**src/rtl/axi_write_beat_sequencer.sv**
```systemverilog
// rtl/axi_write_beat_sequencer.sv - splits one merged AW/W burst into per-beat cache write requests and returns B
// Optional feature macro: WLAST_CHECK_EN (flags a WLAST that disagrees with the beat count as SLVERR)
module axi_write_beat_sequencer #(
    parameter int ADDR_WIDTH = 32,
    parameter int DATA_WIDTH = 64,
    parameter int ID_WIDTH   = 4
) (
    input  logic                    clk,
    input  logic                    rst,
    input  logic [ADDR_WIDTH-1:0]   in_awaddr,
    input  logic [ID_WIDTH-1:0]     in_awid,
    input  logic [1:0]              in_awburst,
    input  logic [2:0]              in_awsize,
    input  logic [7:0]              in_awlen,
    input  logic                    in_awvalid,
    output logic                    in_awready,
    input  logic [DATA_WIDTH-1:0]   in_wdata,
    input  logic [DATA_WIDTH/8-1:0] in_wstrb,
    input  logic                    in_wlast,
    input  logic                    in_wvalid,
    output logic                    in_wready,
    output logic [ADDR_WIDTH-1:0]   req_addr,
    output logic [DATA_WIDTH-1:0]   req_data,
    output logic [DATA_WIDTH/8-1:0] req_strb,
    output logic                    req_last,
    output logic                    req_valid,
    input  logic                    req_ready,
    output logic [ID_WIDTH-1:0]     out_bid,
    output logic [1:0]              out_bresp,
    output logic                    out_bvalid,
    input  logic                    out_bready
);

    localparam int STRB_WIDTH = DATA_WIDTH / 8;
    localparam int LOG2_BYTES = $clog2(STRB_WIDTH);
    localparam logic [ADDR_WIDTH-1:0] ONE = ADDR_WIDTH'(1);

    typedef enum logic [1:0] {
        S_IDLE,
        S_DATA,
        S_RESP
    } state_t;

    state_t                state_q, state_d;
    logic [ID_WIDTH-1:0]   id_q, id_d;
    logic [ADDR_WIDTH-1:0] addr_q, addr_d;
    logic [7:0]            len_q, len_d;
    logic [2:0]            size_q, size_d;
    logic [1:0]            burst_q, burst_d;
    logic [7:0]            beat_cnt_q, beat_cnt_d;
    logic                  err_q, err_d;
    logic                  wlast_err_q, wlast_err_d;

    logic                  aw_err;
    logic                  beat_done;
    logic                  last_beat;
    logic                  wlast_mismatch;
    logic                  resp_err;
    logic [ADDR_WIDTH-1:0] step;
    logic [ADDR_WIDTH-1:0] wrap_mask;
    logic [ADDR_WIDTH-1:0] next_addr;

    assign last_beat = (beat_cnt_q == len_q);
    assign resp_err  = err_q | wlast_err_q;

`ifdef WLAST_CHECK_EN
    assign wlast_mismatch = (in_wlast != last_beat);
`else
    logic unused_wlast;
    assign unused_wlast   = in_wlast;
    assign wlast_mismatch = 1'b0;
`endif

    // Bursts we cannot address correctly are accepted but drained and answered with SLVERR
    always_comb begin
        aw_err = 1'b0;
        if (in_awburst == 2'b11) begin
            aw_err = 1'b1;
        end
        if (int'(in_awsize) > LOG2_BYTES) begin
            aw_err = 1'b1;
        end
        if (in_awburst == 2'b10) begin
            if (!(in_awlen == 8'd1 || in_awlen == 8'd3 || in_awlen == 8'd7 || in_awlen == 8'd15)) begin
                aw_err = 1'b1;
            end
            if ((in_awaddr & ~({ADDR_WIDTH{1'b1}} << in_awsize)) != '0) begin
                aw_err = 1'b1;
            end
        end
    end

    // Address of the beat after the current one, per burst type
    always_comb begin
        step      = ONE << size_q;
        wrap_mask = ((ADDR_WIDTH'(len_q) + ONE) << size_q) - ONE;
        case (burst_q)
            2'b01:   next_addr = addr_q + step;
            2'b10:   next_addr = (addr_q & ~wrap_mask) | ((addr_q + step) & wrap_mask);
            default: next_addr = addr_q;
        endcase
    end

    // Next-state and handshake outputs; reset forces all valids/readies low
    always_comb begin
        state_d     = state_q;
        id_d        = id_q;
        addr_d      = addr_q;
        len_d       = len_q;
        size_d      = size_q;
        burst_d     = burst_q;
        beat_cnt_d  = beat_cnt_q;
        err_d       = err_q;
        wlast_err_d = wlast_err_q;
        in_awready  = 1'b0;
        in_wready   = 1'b0;
        req_valid   = 1'b0;
        out_bvalid  = 1'b0;
        beat_done   = 1'b0;
        case (state_q)
            S_IDLE: begin
                in_awready = 1'b1;
                if (in_awvalid) begin
                    id_d        = in_awid;
                    addr_d      = in_awaddr;
                    len_d       = in_awlen;
                    size_d      = in_awsize;
                    burst_d     = in_awburst;
                    beat_cnt_d  = 8'd0;
                    err_d       = aw_err;
                    wlast_err_d = 1'b0;
                    state_d     = S_DATA;
                end
            end
            S_DATA: begin
                if (err_q) begin
                    in_wready = 1'b1;
                    beat_done = in_wvalid;
                end else begin
                    in_wready = req_ready;
                    req_valid = in_wvalid;
                    beat_done = in_wvalid && req_ready;
                end
                if (beat_done) begin
                    addr_d = next_addr;
                    if (wlast_mismatch) begin
                        wlast_err_d = 1'b1;
                    end
                    if (last_beat) begin
                        state_d = S_RESP;
                    end else begin
                        beat_cnt_d = beat_cnt_q + 8'd1;
                    end
                end
            end
            S_RESP: begin
                out_bvalid = 1'b1;
                if (out_bready) begin
                    state_d = S_IDLE;
                end
            end
            default: state_d = S_IDLE;
        endcase
        if (rst) begin
            in_awready = 1'b0;
            in_wready  = 1'b0;
            req_valid  = 1'b0;
            out_bvalid = 1'b0;
        end
    end

    assign req_addr  = addr_q;
    assign req_data  = in_wdata;
    assign req_strb  = in_wstrb;
    assign req_last  = (state_q == S_DATA) && last_beat;
    assign out_bid   = (state_q == S_RESP && !rst) ? id_q : '0;
    assign out_bresp = (state_q == S_RESP && !rst && resp_err) ? 2'b10 : 2'b00;

    // Burst context registers; reset abandons any burst in flight
    always_ff @(posedge clk) begin
        if (rst) begin
            state_q     <= S_IDLE;
            id_q        <= '0;
            addr_q      <= '0;
            len_q       <= '0;
            size_q      <= '0;
            burst_q     <= '0;
            beat_cnt_q  <= '0;
            err_q       <= 1'b0;
            wlast_err_q <= 1'b0;
        end else begin
            state_q     <= state_d;
            id_q        <= id_d;
            addr_q      <= addr_d;
            len_q       <= len_d;
            size_q      <= size_d;
            burst_q     <= burst_d;
            beat_cnt_q  <= beat_cnt_d;
            err_q       <= err_d;
            wlast_err_q <= wlast_err_d;
        end
    end

endmodule

```
**config.mk**
```make
export PLATFORM = sky130hd
export DESIGN_NAME = axi_write_beat_sequencer
export DESIGN_NICKNAME = d
export VERILOG_FILES = /design/src/rtl/axi_write_beat_sequencer.sv
export SDC_FILE = /design/constraint.sdc
export NUM_CORES = 1
export LEC_CHECK = 0
export BUFFER_PORTS_ARGS = -buffer_cell sky130_fd_sc_hd__buf_2
export CORE_UTILIZATION = 45
export DETAILED_ROUTE_END_ITERATION = 10
export GPL_ROUTABILITY_DRIVEN = 0
export GPL_TIMING_DRIVEN = 0
export PLACE_DENSITY = 0.73
export SETUP_SLACK_MARGIN = 0.02
export SYNTH_ARGS = -nofsm -noshare
export SYNTH_HDL_FRONTEND = slang
export SYNTH_SLANG_ARGS = --single-unit
```
**constraint.sdc**
```tcl
create_clock -name clk -period 3.8 [get_ports clk]
set_input_delay 0 -clock clk [delete_from_list [all_inputs] [get_ports clk]]
set_output_delay 0 -clock clk [all_outputs]
set_load 0.02 [all_outputs]
```
==> results.toml <==
[status]
outcome = "complete, no violations"

[route]
vias_per_cell = 5.81
wl_um = 19400
drc_errors = 0
dr.pass1.iters = 6
drt_iter0_drc = 660
wl_per_cell_um = 16.5
antenna_left = 0
num_vias = 6849

[global_routing]
grt.overflow.total = 0
grt_max_degree = 20
grt_use_total_pct = 28.4
grt_pass1_vias = 5949
grt_first_pass_wirelength_um = 29500
antenna_found_initial = 0

[synthesis]
synth_compound_area_share_pct = 27.2
synth_top_family_by_area = "simple AND/OR/NAND/NOR gates"
yosysWarnings = 0
async_flop_share_pct = 0
synth_edf_count = 0
synthXorXnorAreaFrac_pct = 4.94
yosys-top-cells-area = "dfxtp_1, buf_4, nand2_1, a21oi_1, nor2_1"
synth_top_area_cell = "dfxtp_1"
synth_cells = 796
synth_cell_types = 96
yosys.area.top_type_share_pct = 20.7
synthesis.area_mm2 = 0.00580
ys_ff_latch = 60
synth_flop_cell = "dfxtp_1"
postSynthNetCount = 938
syn_area_per_cell_um2 = 7.29
yosys.area_share.adder_pct = 3.15
synthSimpleGateAreaFrac_pct = 27.7
yosysSeqAreaShare_pct = 20.7
muxShareOfSynthArea_pct = 1.06

[finish]
syn2layout_area_growth_pct = 28.3
num_antenna_cells = 0
drive_gt1_share_pct = 31.7
fin_nets = 1143
fin_cells = 1178

[power]
vdd_drop_max_mv = 0.214
comb_power_share_pct = 34.0
cellInternalPower_mw = 1.54
power-per-cell-area_mw_per_mm2 = 324
finalPower_mw = 2.41
p_leak_nw = 3.28
switching_share_pct = 35.9
p_switching_mw = 0.866
clockPowerShare_pct = 35.6
p_seq_share_pct = 30.4

[floorplan]
fp.dieW_um = 116
die_area_mm2 = 0.0133
die_h_um = 116
core_area_mm2 = 0.0126
io_pins = 243
rows = 41
initial_core_util_pct = 46.2

[clock_tree]
clk_latency_ps = 350
cts_buffers = 9
clkTransAtPathRegs_ps = 50
h-tree-depth = 3
clock_path_buffers = 2
cts_root_buf = "clkbuf_16"
cts_tree = "built"
clock-sinks = 60

[sta]
fin_worst_skew_ps = 12.4
min_period_ps = 3510
slew_headroom_pct = 43.8
hold_slack_ps = 2.85
finalCritPeriodShare_pct = 92.5
fmaxAchievable_ghz = 0.285
fin_setup_tns_ps = 0
grt_setup_unrepaired = "no"
slew_viol_final = 0
setup-violations-final = 0
hold_viol_final = 0
worst_slew_pin_slew_ps = 844

[worst_setup_path]
cpPeakStageDelay_ps = 440
ff2ff_path_depth = 16
r2r_slack_ps = 290
critPathBufInv = 3
cp.depth = 16
critical_path_required_ps = 4010
worstSetupPathType = "flop to flop"
setup.worst_path.start_class = "flop"
crit_arrival_ps = 3720
crit_fanout = 10
cp_slowest_cell = "or3_1"
cpLargestDelayFamily = "simple AND/OR/NAND/NOR gates"
r2r_start = "size_q[0]"
startpoint = "size_q[0]"
crit_chain = "buf_2, or2_2, nor2_1, ha_1, inv_1, fa_1, nor2b_1, o21a_1, o21ai_1, a311oi_2, buf_4, nand2_2, or3_1, o21ai_0, and3_1, o32ai_1"
end_kind = "flop"

[place]
dp_hpwl_um = 14100
port_buffers = 168
dpl.cell_count = 1136

[job]
maxCapViolations = 0

[min_path]
hp-class = "input pin to flop"
stage by stage:
stage | setup WS [ps] | area, um^2 | utilization (%)
CTS | 170 | 7410 | 59.0
floorplan | 367 | 5800 | -
global route | 42.4 | 7440 | 59.2
detailed placement | -345 | 6860 | 54.6
global placement | -347 | 6860 | 54.6
finish | 286 | 7440 | 59.2
final cells by class:
cell class	instances	area [um^2]
Fill cell	1183	5120
Multi-Input combinational cell	587	3740
Sequential cell	60	1200
Timing Repair Buffer	195	1110
Buffer	121	776
Clock buffer	12	256
Tap cell	172	215
Inverter	27	101
Clock inverter	4	47.5
cell families (layout without fill, tap and decap cells):
family / after synthesis / count (layout)
AO/OA/AOI/OAI: 220 / 220
flip-flops: 60 / 60
adder cells (fa/ha/maj): 14 / 14
XOR/XNOR: 31 / 31
buffers and inverters: 149 / 359
multiplexers: 6 / 6
AND/OR/NAND/NOR: 315 / 315
other: 1 / 1
how the worst min path moves through the flow:
stage / from / to / slack (ps) / cells past startpoint
5_1_grt: in_awaddr[13] / flop / 10 / 3
4_1_cts: in_awaddr[7] / flop / 2 / 3
3_5_place_dp: in_wdata[20] / req_data[20] / 220 / 2
3_3_place_gp: in_wdata[54] / req_data[54] / 220 / 2
6_report: in_awaddr[7] / flop / 3 / 3
2_1_floorplan: in_wdata[0] / req_data[0] / 110 / 1
worst register-to-register path: stages (launching register included):
cell and delay (ps):
dfxtp_1 300, buf_2 160, or2_2 350, nor2_1 100, ha_1 190, inv_1 60
fa_1 390, nor2b_1 170, o21a_1 150, o21ai_1 130, a311oi_2 270, buf_4 170
nand2_2 90, or3_1 440, o21ai_0 150, and3_1 170, o32ai_1 70
cells in the mapped netlist, types with 4 or more instances:
| master | n |
|---|---|
| dfxtp_1 | 60 |
| o211a_1 | 4 |
| a311oi_1 | 5 |
| inv_1 | 24 |
| mux2i_1 | 5 |
| ha_1 | 13 |
| clkbuf_1 | 29 |
| nand2b_1 | 11 |
| o32ai_1 | 5 |
| and3_1 | 15 |
| a21oi_1 | 74 |
| a211oi_1 | 7 |
| nor3_1 | 16 |
| nand2_1 | 112 |
| o21a_1 | 5 |
| nor4_1 | 12 |
| buf_4 | 76 |
| o21ai_0 | 31 |
| xnor2_1 | 11 |
| o211ai_1 | 9 |
| or3_1 | 11 |
| a31oi_1 | 9 |
| nand4_1 | 15 |
| nand3_1 | 22 |
| a211o_1 | 5 |
| xor2_1 | 18 |
| and2_1 | 9 |
| o21ai_1 | 4 |
| buf_2 | 11 |
| nor2b_1 | 6 |
| o221ai_1 | 5 |
| nor2_1 | 57 |
metal layers:
layer	vias up	part of all wire, %	track usage [%]
met5	-	0	0
met2	415	47	46.9
met1	3169	41	36.6
met3	45	9.9	6.28
met4	0	2.3	9.35
li1	3220	-	-
power groups by stage:
stage	sequential [mW]	clock, mW	combinational [mW]
2_1_floorplan	0.770	0	0.522
3_3_place_gp	0.742	0	0.772
3_5_place_dp	0.743	0	0.779
4_1_cts	0.730	0.858	0.802
5_1_grt	0.738	0.889	0.880
6_report	0.732	0.858	0.819
repair_timing:
action / in CTS / in global routing
pin swaps: 1 / 2
buffers inserted: 1 / 1
hold buffers: 25 / 0
endpoints found under the hold margin: 26 / 0
endpoints found under the setup margin: 5 / 7
gates resized for setup: 0 / 6
cells in the final DEF (no fill, tap or decap), types with 22 or more instances in the layout:
master,count
o21ai_0,30
nor2_1,56
nand2_1,111
buf_4,78
nand3_1,22
a21oi_1,74
inv_1,24
clkbuf_1,29
dlygate4sd3_1,25
dfxtp_1,60
buf_2,179
(Power assumes the default switching activity.)
